$ cat src/rtl/sub_select_seq_pkg.sv
// sub_select_pkg: shared FSM state encoding and default sizes for sub_select_seq
package sub_select_pkg;
  typedef enum logic [1:0] {IDLE = 2'd0, BUSY = 2'd1, DONE = 2'd2} state_e;
  localparam int WIDTH_DEF = 8;
  localparam int CHUNK_DEF = 4;
endpackage

$ cat src/rtl/sub_select_seq_if.sv
// sub_select_seq_if: operand/result handshake bundle; OVF exists only with SUB_OVF_EN
interface sub_select_seq_if import sub_select_pkg::*; #(
  parameter int WIDTH = WIDTH_DEF
);
  logic             IN_VALID;
  logic             IN_READY;
  logic [WIDTH-1:0] A;
  logic [WIDTH-1:0] B;
  logic             B_IN;
  logic             OUT_VALID;
  logic             OUT_READY;
  logic [WIDTH-1:0] DIFF;
  logic             B_OUT;
`ifdef SUB_OVF_EN
  logic             OVF;
`endif
  modport master (
    output IN_VALID, A, B, B_IN, OUT_READY,
`ifdef SUB_OVF_EN
    input  OVF,
`endif
    input  IN_READY, OUT_VALID, DIFF, B_OUT
  );
  modport slave (
    input  IN_VALID, A, B, B_IN, OUT_READY,
`ifdef SUB_OVF_EN
    output OVF,
`endif
    output IN_READY, OUT_VALID, DIFF, B_OUT
  );
endinterface

$ cat src/rtl/sub_select_seq_chunk_sel_add.sv
// chunk_sel_add: one chunk of a + b_inv evaluated for both carry-ins, result picked by sel_c
module chunk_sel_add #(
  parameter int CHUNK = 4
) (
  input  logic [CHUNK-1:0] a,
  input  logic [CHUNK-1:0] b_inv,
  input  logic             sel_c,
  output logic [CHUNK-1:0] s0,
  output logic             c0,
  output logic [CHUNK-1:0] s1,
  output logic             c1,
  output logic [CHUNK-1:0] s,
  output logic             c
);
  // both carry assumptions in parallel, then a late select on the registered carry
  always_comb begin
    {c0, s0} = {1'b0, a} + {1'b0, b_inv};
    {c1, s1} = {1'b0, a} + {1'b0, b_inv} + (CHUNK + 1)'(1);
    s = sel_c ? s1 : s0;
    c = sel_c ? c1 : c0;
  end
endmodule

$ cat src/rtl/sub_select_seq.sv
// sub_select_seq: multi-cycle carry-select subtractor, DIFF = A - B - B_IN, CHUNK bits per clock
// Optional signed-overflow output enabled by defining SUB_OVF_EN.
module sub_select_seq import sub_select_pkg::*; #(
  parameter int WIDTH = WIDTH_DEF,
  parameter int CHUNK = CHUNK_DEF
) (
  input logic CLK,
  input logic RST_N,
  sub_select_seq_if.slave bus
);
  localparam int N  = WIDTH / CHUNK;
  localparam int IW = (N > 1) ? $clog2(N) : 1;
  localparam logic [1:0] S_IDLE = IDLE;
  localparam logic [1:0] S_BUSY = BUSY;
  localparam logic [1:0] S_DONE = DONE;

  logic [1:0]       state_q, state_d;
  logic [IW-1:0]    idx_q, idx_d;
  logic [WIDTH-1:0] a_q, a_d, b_q, b_d, diff_q, diff_d;
  logic             c_q, c_d, bout_q, bout_d;
  logic [CHUNK-1:0] sum;
  logic             cout;
  logic [CHUNK-1:0] unused_s0, unused_s1;
  logic             unused_c0, unused_c1;
  logic             last;
`ifdef SUB_OVF_EN
  logic             ovf_q, ovf_d;
`endif

  assign last = idx_q == IW'(N - 1);

  chunk_sel_add #(.CHUNK(CHUNK)) u_chunk (
    .a     (a_q[idx_q*CHUNK +: CHUNK]),
    .b_inv (~b_q[idx_q*CHUNK +: CHUNK]),
    .sel_c (c_q),
    .s0    (unused_s0),
    .c0    (unused_c0),
    .s1    (unused_s1),
    .c1    (unused_c1),
    .s     (sum),
    .c     (cout)
  );

  // next-state: capture operands in IDLE, resolve one chunk per BUSY cycle, hold in DONE
  always_comb begin
    state_d = state_q;
    idx_d   = idx_q;
    a_d     = a_q;
    b_d     = b_q;
    c_d     = c_q;
    diff_d  = diff_q;
    bout_d  = bout_q;
`ifdef SUB_OVF_EN
    ovf_d   = ovf_q;
`endif
    if (state_q == S_IDLE && bus.IN_VALID) begin
      a_d     = bus.A;
      b_d     = bus.B;
      c_d     = ~bus.B_IN;
      diff_d  = '0;
      idx_d   = '0;
      state_d = S_BUSY;
    end else if (state_q == S_BUSY) begin
      diff_d[idx_q*CHUNK +: CHUNK] = sum;
      c_d   = cout;
      idx_d = last ? '0 : idx_q + IW'(1);
      if (last) begin
        state_d = S_DONE;
        bout_d  = ~cout;
`ifdef SUB_OVF_EN
        ovf_d   = (a_q[WIDTH-1] != b_q[WIDTH-1]) && (diff_d[WIDTH-1] != a_q[WIDTH-1]);
`endif
      end
    end else if (state_q == S_DONE && bus.OUT_READY) begin
      state_d = S_IDLE;
    end
  end

  // state registers, cleared asynchronously so a reset discards any operation in flight
  always_ff @(posedge CLK or negedge RST_N) begin
    if (!RST_N) begin
      state_q <= S_IDLE;
      idx_q   <= '0;
      a_q     <= '0;
      b_q     <= '0;
      c_q     <= 1'b1;
      diff_q  <= '0;
      bout_q  <= 1'b0;
`ifdef SUB_OVF_EN
      ovf_q   <= 1'b0;
`endif
    end else begin
      state_q <= state_d;
      idx_q   <= idx_d;
      a_q     <= a_d;
      b_q     <= b_d;
      c_q     <= c_d;
      diff_q  <= diff_d;
      bout_q  <= bout_d;
`ifdef SUB_OVF_EN
      ovf_q   <= ovf_d;
`endif
    end
  end

  assign bus.IN_READY  = state_q == S_IDLE;
  assign bus.OUT_VALID = state_q == S_DONE;
  assign bus.DIFF      = diff_q;
  assign bus.B_OUT     = bout_q;
`ifdef SUB_OVF_EN
  assign bus.OVF       = ovf_q;
`endif
endmodule
$ cat src/flat_wrapper.sv
// flat-port wrapper written by rule: the top's interface ports become plain ports
module sub_select_seq_flat import sub_select_pkg::*;
#(
  parameter int WIDTH = WIDTH_DEF,
  parameter int CHUNK = CHUNK_DEF
)
  (CLK, RST_N, bus_IN_VALID, bus_A, bus_B, bus_B_IN, bus_OUT_READY, bus_IN_READY, bus_OUT_VALID, bus_DIFF, bus_B_OUT);
  sub_select_seq_if #(.WIDTH(WIDTH)) bus_i ();
  input logic CLK;
  input logic RST_N;
  input wire logic [$bits(bus_i.IN_VALID)-1:0] bus_IN_VALID;
  input wire logic [$bits(bus_i.A)-1:0] bus_A;
  input wire logic [$bits(bus_i.B)-1:0] bus_B;
  input wire logic [$bits(bus_i.B_IN)-1:0] bus_B_IN;
  input wire logic [$bits(bus_i.OUT_READY)-1:0] bus_OUT_READY;
  output wire logic [$bits(bus_i.IN_READY)-1:0] bus_IN_READY;
  output wire logic [$bits(bus_i.OUT_VALID)-1:0] bus_OUT_VALID;
  output wire logic [$bits(bus_i.DIFF)-1:0] bus_DIFF;
  output wire logic [$bits(bus_i.B_OUT)-1:0] bus_B_OUT;
  assign bus_i.IN_VALID = bus_IN_VALID;
  assign bus_i.A = bus_A;
  assign bus_i.B = bus_B;
  assign bus_i.B_IN = bus_B_IN;
  assign bus_i.OUT_READY = bus_OUT_READY;
  assign bus_IN_READY = bus_i.IN_READY;
  assign bus_OUT_VALID = bus_i.OUT_VALID;
  assign bus_DIFF = bus_i.DIFF;
  assign bus_B_OUT = bus_i.B_OUT;
  sub_select_seq #(.WIDTH(WIDTH), .CHUNK(CHUNK)) u_core (.CLK(CLK), .RST_N(RST_N), .bus(bus_i));
endmodule
$ cat config.mk
export PLATFORM = sky130hd
export DESIGN_NAME = sub_select_seq_flat
export DESIGN_NICKNAME = d
export VERILOG_FILES = /design/src/rtl/sub_select_seq_pkg.sv /design/src/rtl/sub_select_seq_if.sv /design/src/rtl/sub_select_seq_chunk_sel_add.sv /design/src/rtl/sub_select_seq.sv /design/src/flat_wrapper.sv
export SDC_FILE = /design/constraint.sdc
export NUM_CORES = 1
export LEC_CHECK = 0
export BUFFER_PORTS_ARGS = -buffer_cell sky130_fd_sc_hd__buf_2
export CAP_MARGIN = 20
export CORE_AREA = 8 8 87 89
export CTS_BUF_LIST = sky130_fd_sc_hd__clkbuf_4
export DETAILED_ROUTE_END_ITERATION = 8
export DIE_AREA = 0 0 95 97
export GPL_ROUTABILITY_DRIVEN = 0
export MAX_ROUTING_LAYER = met4
export PLACE_DENSITY_LB_ADDON = 0.25
export SLEW_MARGIN = 20
export SYNTH_ARGS = -nofsm -noshare
export SYNTH_HDL_FRONTEND = slang
export SYNTH_SLANG_ARGS = --single-unit
$ cat constraint.sdc
create_clock -name CLK -period 7.7 [get_ports CLK]
set_input_delay 1.155 -clock CLK [delete_from_list [all_inputs] [get_ports CLK]]
set_output_delay 1.155 -clock CLK [all_outputs]
set_load 0.03 [all_outputs]
# Yosys cells after proc, flatten, opt, wreduce, memory -nomap -nowiden
# Cells that the tools add are included.
[op_classes]
n_addsub = 4
eq_ne = 3
shifts = 4
muxes = 14
n_bitwise = 4
reduce_logical = 7
[op_table]
columns = ["cell", "count"]
rows = [
  ["negator 3 -> 34 bit", 1],
  ["variable shift 4 x 34 -> 8 bit, first input constant", 1],
  ["indexed part select 4 x 34 -> 8 bit", 1],
  ["2-to-1 mux 8 bit", 2],
  ["indexed part select 8 x 4 -> 4 bit", 2],
  ["bitwise mux 8 bit", 1],
  ["2-to-1 mux 2 bit", 4],
  ["2-to-1 mux 1 bit", 6],
  ["adder 4 x 4 -> 5 bit", 1],
  ["adder 5 x 1 -> 5 bit, second input constant", 1],
  ["2-to-1 mux 4 bit", 1],
  ["NOT 4 bit", 1],
  ["!= test 3 x 1 -> 1 bit, second input constant", 1],
  ["NOT 1 bit", 3],
  ["AND reduction 3 bit", 1],
  ["nonzero test 3 bit", 1],
  ["== test 2 x 1 -> 1 bit, second input constant", 1],
  ["== test 2 bit, second input constant", 1],
  ["logical AND 1 bit", 2],
  ["zero test 2 bit", 1],
  ["AND reduction 2 bit", 1],
  ["nonzero test 2 bit", 1],
  ["adder 1 bit, second input constant", 1],
]
[totals]
regBits = 29
inputBits = 21
output_inout_bits = 11

# Logic depth before layout (Yosys ltp)
[depth]
word_depth = 9
ltp_mapped = 9
depth_no_buf = 8

# Hierarchy
# A second synthesis with hierarchy kept.
[hier_totals]
cells_unflattened = 131
hier_area_um2 = 1605.3
[modules_own_cells]
columns = ["module", "instances", "cells_per_inst", "area_each_um2", "seq_area_each_um2"]
rows = [
  ["sub_select_seq", 1, 99, 1338.8, 726.9],
  ["chunk_sel_add", 1, 32, 266.5, 0.0],
]

# Least setup slack after synthesis
# Ideal clock, no wire load.
[synth_timing]
kind = "register to register"
startpoint = "reg u_core.idx_q"
endpoint = "reg u_core.c_q"
setup_time_ps = 88
arrival_ps = 2995
required_time_ps = 7612
slack_ps = 4617
stages_incl_launch_ff = 10
synth_period_minus_slack_ps = 3083
path_cell_list = "dfrtp_1 -> buf_1 -> mux2_2 -> ha_1 -> fa_1 -> ha_1 -> nand2_1 -> or2_0 -> o311a_1 -> or3_1"
[synth_via]
elab_chain_cells = 7
[synth_lines]
columns = ["element", "line_no", "text"]
rows = [
  ["start: declaration", "sub_select_seq.sv:18", "logic [IW-1:0] idx_q, idx_d;"],
  ["start signal: assignment", "sub_select_seq.sv:94", "idx_q <= idx_d;"],
  ["indexed part select 8 x 4 -> 4 bit", "sub_select_seq.sv:34", ".b_inv (~b_q[idx_q*CHUNK +: CHUNK]),"],
  ["NOT 4 bit", "sub_select_seq.sv:34", ""],
  ["adder 4 x 4 -> 5 bit (*)", "sub_select_seq_chunk_sel_add.sv:17, sub_select_seq_chunk_sel_add.sv:18", ""],
  ["adder 5 x 1 -> 5 bit", "sub_select_seq_chunk_sel_add.sv:18", "{c1, s1} = {1'b0, a} + {1'b0, b_inv} + (CHUNK + 1)'(1);"],
  ["2-to-1 mux 1 bit (*)", "sub_select_seq_chunk_sel_add.sv:20", "c = sel_c ? c1 : c0;"],
  ["2-to-1 mux 1 bit (*)", "sub_select_seq.sv:63", "end else if (state_q == S_BUSY) begin"],
  ["2-to-1 mux 1 bit (*)", "sub_select_seq.sv:56", "if (state_q == S_IDLE && bus.IN_VALID) begin"],
  ["end signal: assignment", "sub_select_seq.sv:86", "c_q <= 1'b1;"],
  ["end signal: assignment", "sub_select_seq.sv:97", "c_q <= c_d;"],
  ["end: declaration", "sub_select_seq.sv:20", "logic c_q, c_d, bout_q, bout_d;"],
]
# Mark *: on every way between the ends. The rest lies on a longest branch, timed or not. The select of a mux whose other input is x is not followed.
# A chain may end at the register's enable or synchronous reset.

# Worst setup path in the final report
# Ends and elaborated chain as after synthesis.

==> impl_metrics.py <==
metrics = {
    "floorplanning": {
        "die_height_um": 97,
        "start_util_pct": 24.2,
        "rows": 29,
        "placeableCoreArea_um2": 6200,
        "io_pins": 32,
        "die_width_um": 95,
        "fp.dieArea_um2": 9220,
    },
    "global_routing": {
        "grt_pass1_wl_mm": 6.00,
        "groute.layer.met2.usage_pct": 11.8,
        "antenna_found_initial": 0,
        "global_route.usage.met1_pct": 10.5,
        "grt_remaining_overflow": 0,
        "grt_use_total_pct": 8.38,
        "groute.layer.met3.usage_pct": 2.78,
        "gr-max-usage-layer": "met2",
        "grt_pass1_vias": 1303,
        "grt_max_degree": 30,
    },
    "sta": {
        "slew_violations": 0,
        "min_period_over_period_pct": 40.4,
        "worst_hold_slack_ps": 474,
        "final_hold_viol_count": 0,
        "totalNegativeSetupSlack_ps": 0,
        "post-route-min-period_ps": 3110,
        "max_freq_mhz": 321,
        "clock_skew_ps": 3.79,
        "timing_worst_slew_pin_value_ps": 691,
        "worst_case_headroom_to_the_max_slew_limit_pct": 53.9,
        "unrepaired_setup_endpoints_after_global_routing": "false",
        "setup_viol": 0,
    },
    "finish": {
        "instances_no_fill": 272,
        "num_antenna_cells": 0,
        "fin_nets": 221,
        "ff_latch_area_um2": 727,
        "mostFrequentLayoutCell": "nand2_1",
        "fillers": 705,
        "area_of_the_multi_input_gates_um2": 753,
        "layout-drive-gt1-share_pct": 23.6,
        "mostFrequentLayoutCells": "59 x nand2_1, 31 x buf_2, 28 x dfrtp_1",
        "layout_area_overhead_pct": 19.7,
        "finish.instance_area_um2": 1800,
    },
    "clocking": {
        "tritoncts": "yes",
        "ctsRootBufferMaster": "clkbuf_4",
        "worst_setup_hold_path_clk_slew_ps": 90,
        "post_cts.resized_instances": 0,
        "cts_buffer_depth": 2,
        "clk-insertion-delay-late_ps": 320,
        "cts_sinks": 29,
        "cts-hold-fix-buffers": 0,
        "postCtsSetupBuffers": 0,
        "htree_num_levels": 2,
        "cts-buffers-inserted": 5,
    },
    "logic_synthesis": {
        "synth_area_leaders": "dfrtp_1 47%, nand2_1 15%, ha_1 4.2%",
        "post_synth_inst_count": 162,
        "ys_types": 37,
        "mappedNetlistNets": 189,
        "synth_top_cell_area_share_pct": 46.7,
        "netlist.top_cell.by_area": "dfrtp_1",
        "synth.yosys.warnings": 0,
        "asyncSetResetFlopFracSynth_pct": 100,
        "synth_edf_count": 0,
        "postSynthRegisterBits": 29,
        "postSynth.topFlopCell": "dfrtp_1",
        "synth_area_um2": 1500,
        "avgSynthCellArea_um2": 9.26,
        "synth_seq_area_share_pct": 48.5,
    },
    "pwr": {
        "peakVddDrop_mv": 0.0642,
        "p_total_w": 0.000288,
        "leakage_nw": 0.939,
        "total_power_divided_by_cell_area_nw_per_um2": 161,
    },
    "critical_path": {
        "critPathLaunchType": "register",
        "highest_fanout_seen_on_the_critical_path": 14,
        "arrival_ps": 3370,
        "worst_path_class_setup": "reg2reg",
        "worst-endpoint-required_ps": 7950,
        "crit_path_end_kind": "register",
    },
    "min_path": {
        "hp-class": "reg2reg",
    },
    "drt": {
        "route.vias.total": 1202,
        "avgRoutedWirePerCell_um": 12.5,
        "route.antenna.remaining_nets": 0,
        "initial_drc_count": 28,
        "drc_violation_count_after_routing": 0,
        "totalWireLength_mm": 3.41,
        "via_per_inst": 4.42,
        "dr.pass1.iters": 4,
    },
    "place": {
        "numPlacedInstances": 264,
        "dp.final_hpwl_mm": 2.63,
        "port_buffers": 31,
        "placedInstanceArea_um2": 1730,
    },
    "run": {
        "maxCapViolCount": 0,
    },
    "status": {
        "outcome": "complete, no violations",
    },
}
-- where the power goes --
part / internal (W) / switching (W)
registers: 0.000156 / 0.00000208
logic: 0.0000141 / 0.0000187
clock network: 0.0000469 / 0.0000500
-- cell usage after synthesis, drive strengths merged (3+ instances only) --
cell type / number
nand3: 4
mux2: 4
or2: 3
a21o: 3
mux2i: 5
nand2: 59
o21ai: 5
nor2: 6
ha: 5
dfrtp: 28
clkbuf: 4
a21oi: 5
-- worst paths after layout --
| check | from | end | slack, ps | depth (start not counted) |
|---|---|---|---|---|
| max | u_core.idx_q$_DFFE_PN0P_ | u_core.c_q$_DFFE_PN1P_ | 4590 | 8 |
| max in group asynchronous | RST_N | u_core.a_q[4]$_DFFE_PN0P_ | 6420 | 1 |
| min reg2reg | u_core.a_q[4]$_DFFE_PN0P_ | u_core.a_q[4]$_DFFE_PN0P_ | 470 | 2 |
| max reg2reg | u_core.idx_q$_DFFE_PN0P_ | u_core.c_q$_DFFE_PN1P_ | 4590 | 8 |
| min in group asynchronous | RST_N | u_core.bus.DIFF[5]$_DFFE_PN0P_ | 850 | 1 |
| min | u_core.a_q[4]$_DFFE_PN0P_ | u_core.a_q[4]$_DFFE_PN0P_ | 470 | 2 |
-- area by class of cell --
cell class              instances  area share (%)
inverters                       1           0.209
clock buffers                   8            3.34
repair buffers                 31            8.64
flip-flops and latches         29            40.5
multi-input cells             126            42.0
well taps                      77            5.37
-- state kept, by name, summed over array words and instances, names as in the netlist --
register / flops
u_core.b_q: 8
u_core.bus.B_OUT: 1
u_core.bus.DIFF: 8
u_core.c_q: 1
u_core.idx_q: 1
u_core.a_q: 8
u_core.state_q: 2
-- worst max-delay path, cell delays in order (launching register included) --
cell	delay (ps)
dfrtp_1	690
mux2_2	400
ha_1	240
fa_1	530
ha_1	170
nand2_1	80
or2_0	220
o311a_1	340
or3_1	370
-- layer usage --
metal	vias up	part of all wire, %
met5	-	0
met4	0	1.9
met3	8	6.0
met2	24	44
met1	554	48
li1	616	-
-- through the flow --
| stage | util [%] | worst slack, ps |
|---|---|---|
| 6_report | 28.9 | 4590 |
| 5_1_grt | 28.9 | 4290 |
| 4_1_cts | 28.8 | 4570 |
| 3_5_place_dp | 27.9 | 4560 |
| 3_3_place_gp | 27.9 | 4620 |
| 2_1_floorplan | - | 4620 |
-- cells by family (layout without fill, tap and decap cells) --
logic type | Yosys count | count (layout) | share of synthesized area, %
flops | 29 | 29 | 48.5
mux | 9 | 9 | 6.34
buf+inv | 7 | 40 | 1.75
fa+ha+maj | 6 | 6 | 5.50
simple gates | 82 | 82 | 23.7
xor+xnor | 3 | 3 | 1.75
compound gates | 26 | 26 | 12.5
Power figures use the tool's default switching activity.
